File: config.mk
export PLATFORM = sky130hd
export DESIGN_NAME = switch_allocator_rr
export DESIGN_NICKNAME = d
export VERILOG_FILES = /design/src/rtl/switch_allocator_rr.sv
export SDC_FILE = /design/constraint.sdc
export NUM_CORES = 1
export LEC_CHECK = 0
export ABC_CLOCK_PERIOD_IN_PS = 16400
export CELL_PAD_IN_SITES_DETAIL_PLACEMENT = 0
export CELL_PAD_IN_SITES_GLOBAL_PLACEMENT = 1
export CORE_MARGIN = 4
export CORE_UTILIZATION = 51
export DETAILED_ROUTE_END_ITERATION = 8
export GPL_ROUTABILITY_DRIVEN = 0
export GPL_TIMING_DRIVEN = 0
export PLACE_DENSITY_LB_ADDON = 0.1
export SYNTH_ARGS = -nofsm -noshare
export SYNTH_HDL_FRONTEND = slang
export SYNTH_SLANG_ARGS = --single-unit
File: constraint.sdc
create_clock -name clk -period 16.4 [get_ports clk]
set_input_delay 3.28 -clock clk [delete_from_list [all_inputs] [get_ports clk]]
set_output_delay 3.28 -clock clk [all_outputs]
set_load 0.01 [all_outputs]
File: src/rtl/switch_allocator_rr.sv
// Per-output round-robin switch allocator with per-input starvation aging.
// Optional per-output grant counters are enabled by defining SWALLOC_STATS_EN.
module switch_allocator_rr #(
   parameter int unsigned N            = 5,
   parameter int unsigned M            = 5,
   parameter int unsigned STARVE_LIMIT = 8
) (
   input  logic                    clk,
   input  logic                    reset_n,
   input  logic                    ce,
   input  logic [0:M-1]            i_en,
   input  logic [0:N-1][0:M-1]     i_output_req,
   output logic [0:M-1][0:N-1]     o_output_grant,
   output logic [0:N-1]            o_input_grant
`ifdef SWALLOC_STATS_EN
   ,
   output logic [0:M-1][15:0]      o_stat_grants
`endif
);

   localparam int unsigned PTR_W = (N > 1) ? $clog2(N) : 1;
   localparam int unsigned AGE_W = $clog2(STARVE_LIMIT + 1);
   localparam logic [AGE_W-1:0] AGE_MAX  = AGE_W'(STARVE_LIMIT);
   localparam logic [PTR_W-1:0] PTR_LAST = PTR_W'(N - 1);

   logic [PTR_W-1:0]    ptr_q [M];
   logic [AGE_W-1:0]    age_q [N];
   logic [0:N-1][0:M-1] req_c;
   logic [0:N-1]        valid_c;
   logic [0:N-1]        starved_c;
   logic [0:N-1]        cand_c [M];
   logic [M-1:0]        hit_c;
   logic [PTR_W-1:0]    win_c [M];

   // Keep only the lowest-index request bit of each input.
   always_comb begin
      logic found;
      req_c     = '0;
      valid_c   = '0;
      starved_c = '0;
      for (int unsigned i = 0; i < N; i++) begin
         found = 1'b0;
         for (int unsigned m = 0; m < M; m++) begin
            if (!found && i_output_req[i][m]) begin
               req_c[i][m] = 1'b1;
               found       = 1'b1;
            end
         end
         valid_c[i]   = found;
         starved_c[i] = (age_q[i] >= AGE_MAX);
      end
   end

   // Per output: restrict to the starved class if non-empty, then search cyclically from ptr.
   always_comb begin
      logic [PTR_W-1:0] idx;
      o_output_grant = '0;
      idx            = '0;
      for (int unsigned m = 0; m < M; m++) begin
         cand_c[m] = '0;
         hit_c[m]  = 1'b0;
         win_c[m]  = '0;
         for (int unsigned i = 0; i < N; i++) begin
            cand_c[m][i] = req_c[i][m];
         end
         if ((cand_c[m] & starved_c) != '0) begin
            cand_c[m] = cand_c[m] & starved_c;
         end
         for (int unsigned k = 0; k < N; k++) begin
            idx = PTR_W'((32'(ptr_q[m]) + k) % N);
            if (!hit_c[m] && cand_c[m][idx]) begin
               hit_c[m] = 1'b1;
               win_c[m] = idx;
            end
         end
         if (hit_c[m] && ce && reset_n && i_en[m]) begin
            o_output_grant[m][win_c[m]] = 1'b1;
         end
      end
   end

   always_comb begin
      o_input_grant = '0;
      for (int unsigned m = 0; m < M; m++) begin
         o_input_grant = o_input_grant | o_output_grant[m];
      end
   end

   // Pointer advance past the winner; age saturates while a valid request is denied.
   always_ff @(posedge clk) begin
      if (!reset_n) begin
         for (int unsigned m = 0; m < M; m++) ptr_q[m] <= '0;
         for (int unsigned i = 0; i < N; i++) age_q[i] <= '0;
      end else if (ce) begin
         for (int unsigned m = 0; m < M; m++) begin
            if (|o_output_grant[m]) begin
               ptr_q[m] <= (win_c[m] == PTR_LAST) ? '0 : win_c[m] + 1'b1;
            end
         end
         for (int unsigned i = 0; i < N; i++) begin
            if (o_input_grant[i] || !valid_c[i]) begin
               age_q[i] <= '0;
            end else if (age_q[i] != AGE_MAX) begin
               age_q[i] <= age_q[i] + 1'b1;
            end
         end
      end
   end

`ifdef SWALLOC_STATS_EN
   logic [15:0] stat_q [M];

   // Saturating per-output grant counters; a grant already implies ce=1.
   always_ff @(posedge clk) begin
      if (!reset_n) begin
         for (int unsigned m = 0; m < M; m++) stat_q[m] <= '0;
      end else begin
         for (int unsigned m = 0; m < M; m++) begin
            if ((|o_output_grant[m]) && (stat_q[m] != 16'hFFFF)) begin
               stat_q[m] <= stat_q[m] + 16'd1;
            end
         end
      end
   end

   always_comb begin
      o_stat_grants = '0;
      for (int unsigned m = 0; m < M; m++) o_stat_grants[m] = stat_q[m];
   end
`endif

endmodule

==> key figures <==
Status
  – Status: finished clean

Worst hold path
  – Class of the worst hold path: register to register

Timing
  – Endpoints failing setup: 0
  – Slew Viols, Final: 0
  – Final hold vios: 0
  – RSZ-0062 raised after global routing: no
  – Worst-margin pin slew: approximately 1.1 ns
  – Min cycle time layout: between 10 and 15 ns
  – Fmax achieved: between 0.08 and 0.09 GHz
  – Final Cycle Share: 0.728
  – Fin Setup TNS: 0 ns
  – Slew headroom: 0.229
  – Setup Skew: ~0.0085 ns

Synth
  – Area contributors post-synth: ha_1 (13%), edfxtp_1 (9.6%), nor2_1 (3.9%), inv_1 (3.7%), nand2_1 (3.6%)
  – Seq/Total Area, Yosys: 0.0957
  – Share of synthesized registers carrying an async set or reset: 0
  – Simple-Gate Fraction of Synth Area: 0.293
  – Post-synth EDFFs: 35
  – Top cells by count, synth: ha_1 (118), nor2_1 (114), inv_1 (107)
  – Cell type with the largest total area after synthesis: ha_1
  – Post-Synth Adder-Cell Area: 0.136
  – Area share of the largest cell type after synthesis: 0.134
  – Synth cell types: between 100 and 150
  – Post-synthesis compound-gate area fraction: 0.305
  – Post-synthesis cell area: roughly 11,000 um2
  – Largest family of logic cells by synthesized area: compound AO/OA/AOI/OAI gates
  – Main synth FF type: edfxtp_1
  – Most common cell in the netlist: ha_1
  – Post-synthesis mux area share: 0.0501
  – Ys Warns: 0
  – XOR/XNOR Fraction of Synth Area: 0.0497
  – Net Count, Synth: 1,602
  – Synth Register Bits: 35
  – Synth Area per Inst: about 7.6 um2
  – Post-synthesis cell count: 1,450

CTS
  – Clk slew on worst S/H paths: roughly 0.05 ns
  – Clock sinks: 35
  – Clk Latency, worst-skew pair: around 0.29 ns
  – CTS tree: built
  – CTS max path bufs: 2
  – Clock root buffer: clkbuf_16
  – Hold buffer count at cts: 0
  – H-tree lvl count: 2
  – Inserted Clock Buffers: 5
  – Post-CTS setup buffers: 0
  – Post-CTS Resized: 0

Setup path
  – R2r setup slk: ~9.3 ns
  – Critical Path AT: a little under 9 ns
  – Critical-path maximum fanout: 7
  – Startpoint Class: input port
  – CP Capture Type: primary output
  – Req. time, crit path: between 10 and 15 ns
  – Critical path class: input port to primary output

Die
  – Die Ht: about 150 um
  – Core box area: 21,100 um2
  – Chip width: 155 um
  – Die Area: 24,000 um2
  – I/O pin count: 63
  – Initial core utilization: 0.521
  – Rows: 53

Global route
  – Total Routing Usage GR: 0.270
  – Initial antenna violation count: 0
  – Global-route met2 utilization: 0.456
  – Met1 Track Usage GR: 0.364
  – Number of global-route vias before repair: approximately 11,000
  – Global-route wire length before repair: 54.0 mm
  – Gr busiest metal: met2
  – Global route total overflow: 0
  – Pin count of the biggest net entering global routing: 12
  – M3 GR Usage: 0.0445

Placement
  – Detailed Place HPWL: 27.6 mm
  – Port bufs: 60

Layout
  – Area growth syn-to-layout: 9.81%
  – Diode count: 0
  – Layout cells sized above 1: 0.106
  – Nets: between 1,500 and 2,000
  – Fill cells: 2,031

Routing
  – WL/cell: ~19 um
  – Via Count: ~12,000
  – Drt total wl: approximately 34 mm
  – Initial DRC count: just over 900
  – Drt pass-1 iters: 7
  – Routed Antenna Nets: 0
  – Drc violations: 0
  – Vias per inst: between 6 and 7

Job
  – MaxCap Viol Count: 0
==> cell families (layout without fill, tap and decap cells) <==
group | after synthesis | count (layout)
and+or+nand+nor | 568 | 568
AOI/OAI and AO/OA | 441 | 441
xor gates and xnor gates | 58 | 58
buffers and inverters | 182 | 248
adders and majority gates | 119 | 119
muxes | 47 | 47
DFF | 35 | 35
==> flip-flops by register name, indices dropped and copies added, names as in the netlist <==
signal / cells
age_q: 20
ptr_q: 15
==> final timing paths <==
check | startpoint | endpoint | depth (start not counted)
min reg2reg | age_q[3][0] | age_q[3][0] | 1
min | age_q[3][0] | age_q[3][0] | 1
max | i_output_req[23] | o_input_grant[0] | 15
max reg2reg | ptr_q[0][10] | age_q[0][3] | 19
==> area by class of cell <==
type | count | area, um2 | share of cell area
Buffer | 61 | 317 | 0.0262
Clock buffer | 5 | 125 | 0.0104
Clock inverter | 1 | 7.51 | 0.000622
Inverter | 121 | 455 | 0.0378
Multi-Input combinational cell | 1233 | 9160 | 0.760
Sequential cell | 35 | 1050 | 0.0871
Tap cell | 275 | 344 | 0.0285
Timing Repair Buffer | 60 | 601 | 0.0498
==> metal layers <==
layer	vias to the layer above	wire [um]
li1	5628	-
met1	5493	15200
met2	430	15900
met3	60	2480
met4	0	726
met5	-	0
==> critical path, cell delays in order <==
cell and delay, ns:
clkdlybuf4s50_1 0.56, nor4b_2 0.62, a22oi_1 0.21, a31oi_1 0.49, nor3_1 0.12, a2111oi_2 0.33, a211oi_1 0.19, a211o_1 0.40
or3_1 0.41, o21ai_2 0.15, inv_2 0.17, o32ai_1 0.86, nor4_2 0.24, inv_1 0.10, clkdlybuf4s50_1 0.54
==> placed cells by master (no fill, tap or decap), types with 14 or more instances in the layout <==
cell type	Yosys	routed
edfxtp_1	35	35
a211o_1	14	14
o21ai_0	59	59
o211ai_1	24	24
inv_1	107	107
xnor2_1	40	40
nand2b_1	30	30
nor3_1	50	50
nand2_1	106	106
nor2_1	114	114
mux2i_1	30	30
a21oi_1	70	70
clkbuf_1	20	20
a21o_1	23	23
and2_1	21	21
nand3_1	40	40
buf_2	27	27
a211oi_1	25	25
or3_1	21	21
o21a_1	16	16
ha_1	118	118
nor2b_1	20	20
clkdlybuf4s50_1	0	60
nand3b_1	14	14
nor4_1	21	21
==> stage by stage <==
| step | util | hold WS [ns] | setup slack [ns] | instances | cell area [um2] |
|---|---|---|---|---|---|
| detailed placement | 0.566 | 0.625 | 4.77 | 1785 | 11900 |
| floorplan | - | 0.590 | 6.75 | 1450 | 11000 |
| global route | 0.572 | 0.652 | 4.38 | 1791 | 12100 |
| CTS | 0.572 | 0.634 | 4.73 | 1791 | 12100 |
| global placement | 0.566 | 0.624 | 4.77 | 1785 | 11900 |
| finish | 0.572 | 0.634 | 4.46 | 1791 | 12100 |
Power is not shown: default switching activity piles up to over one toggle a cycle in this logic, so the estimate is an artifact.
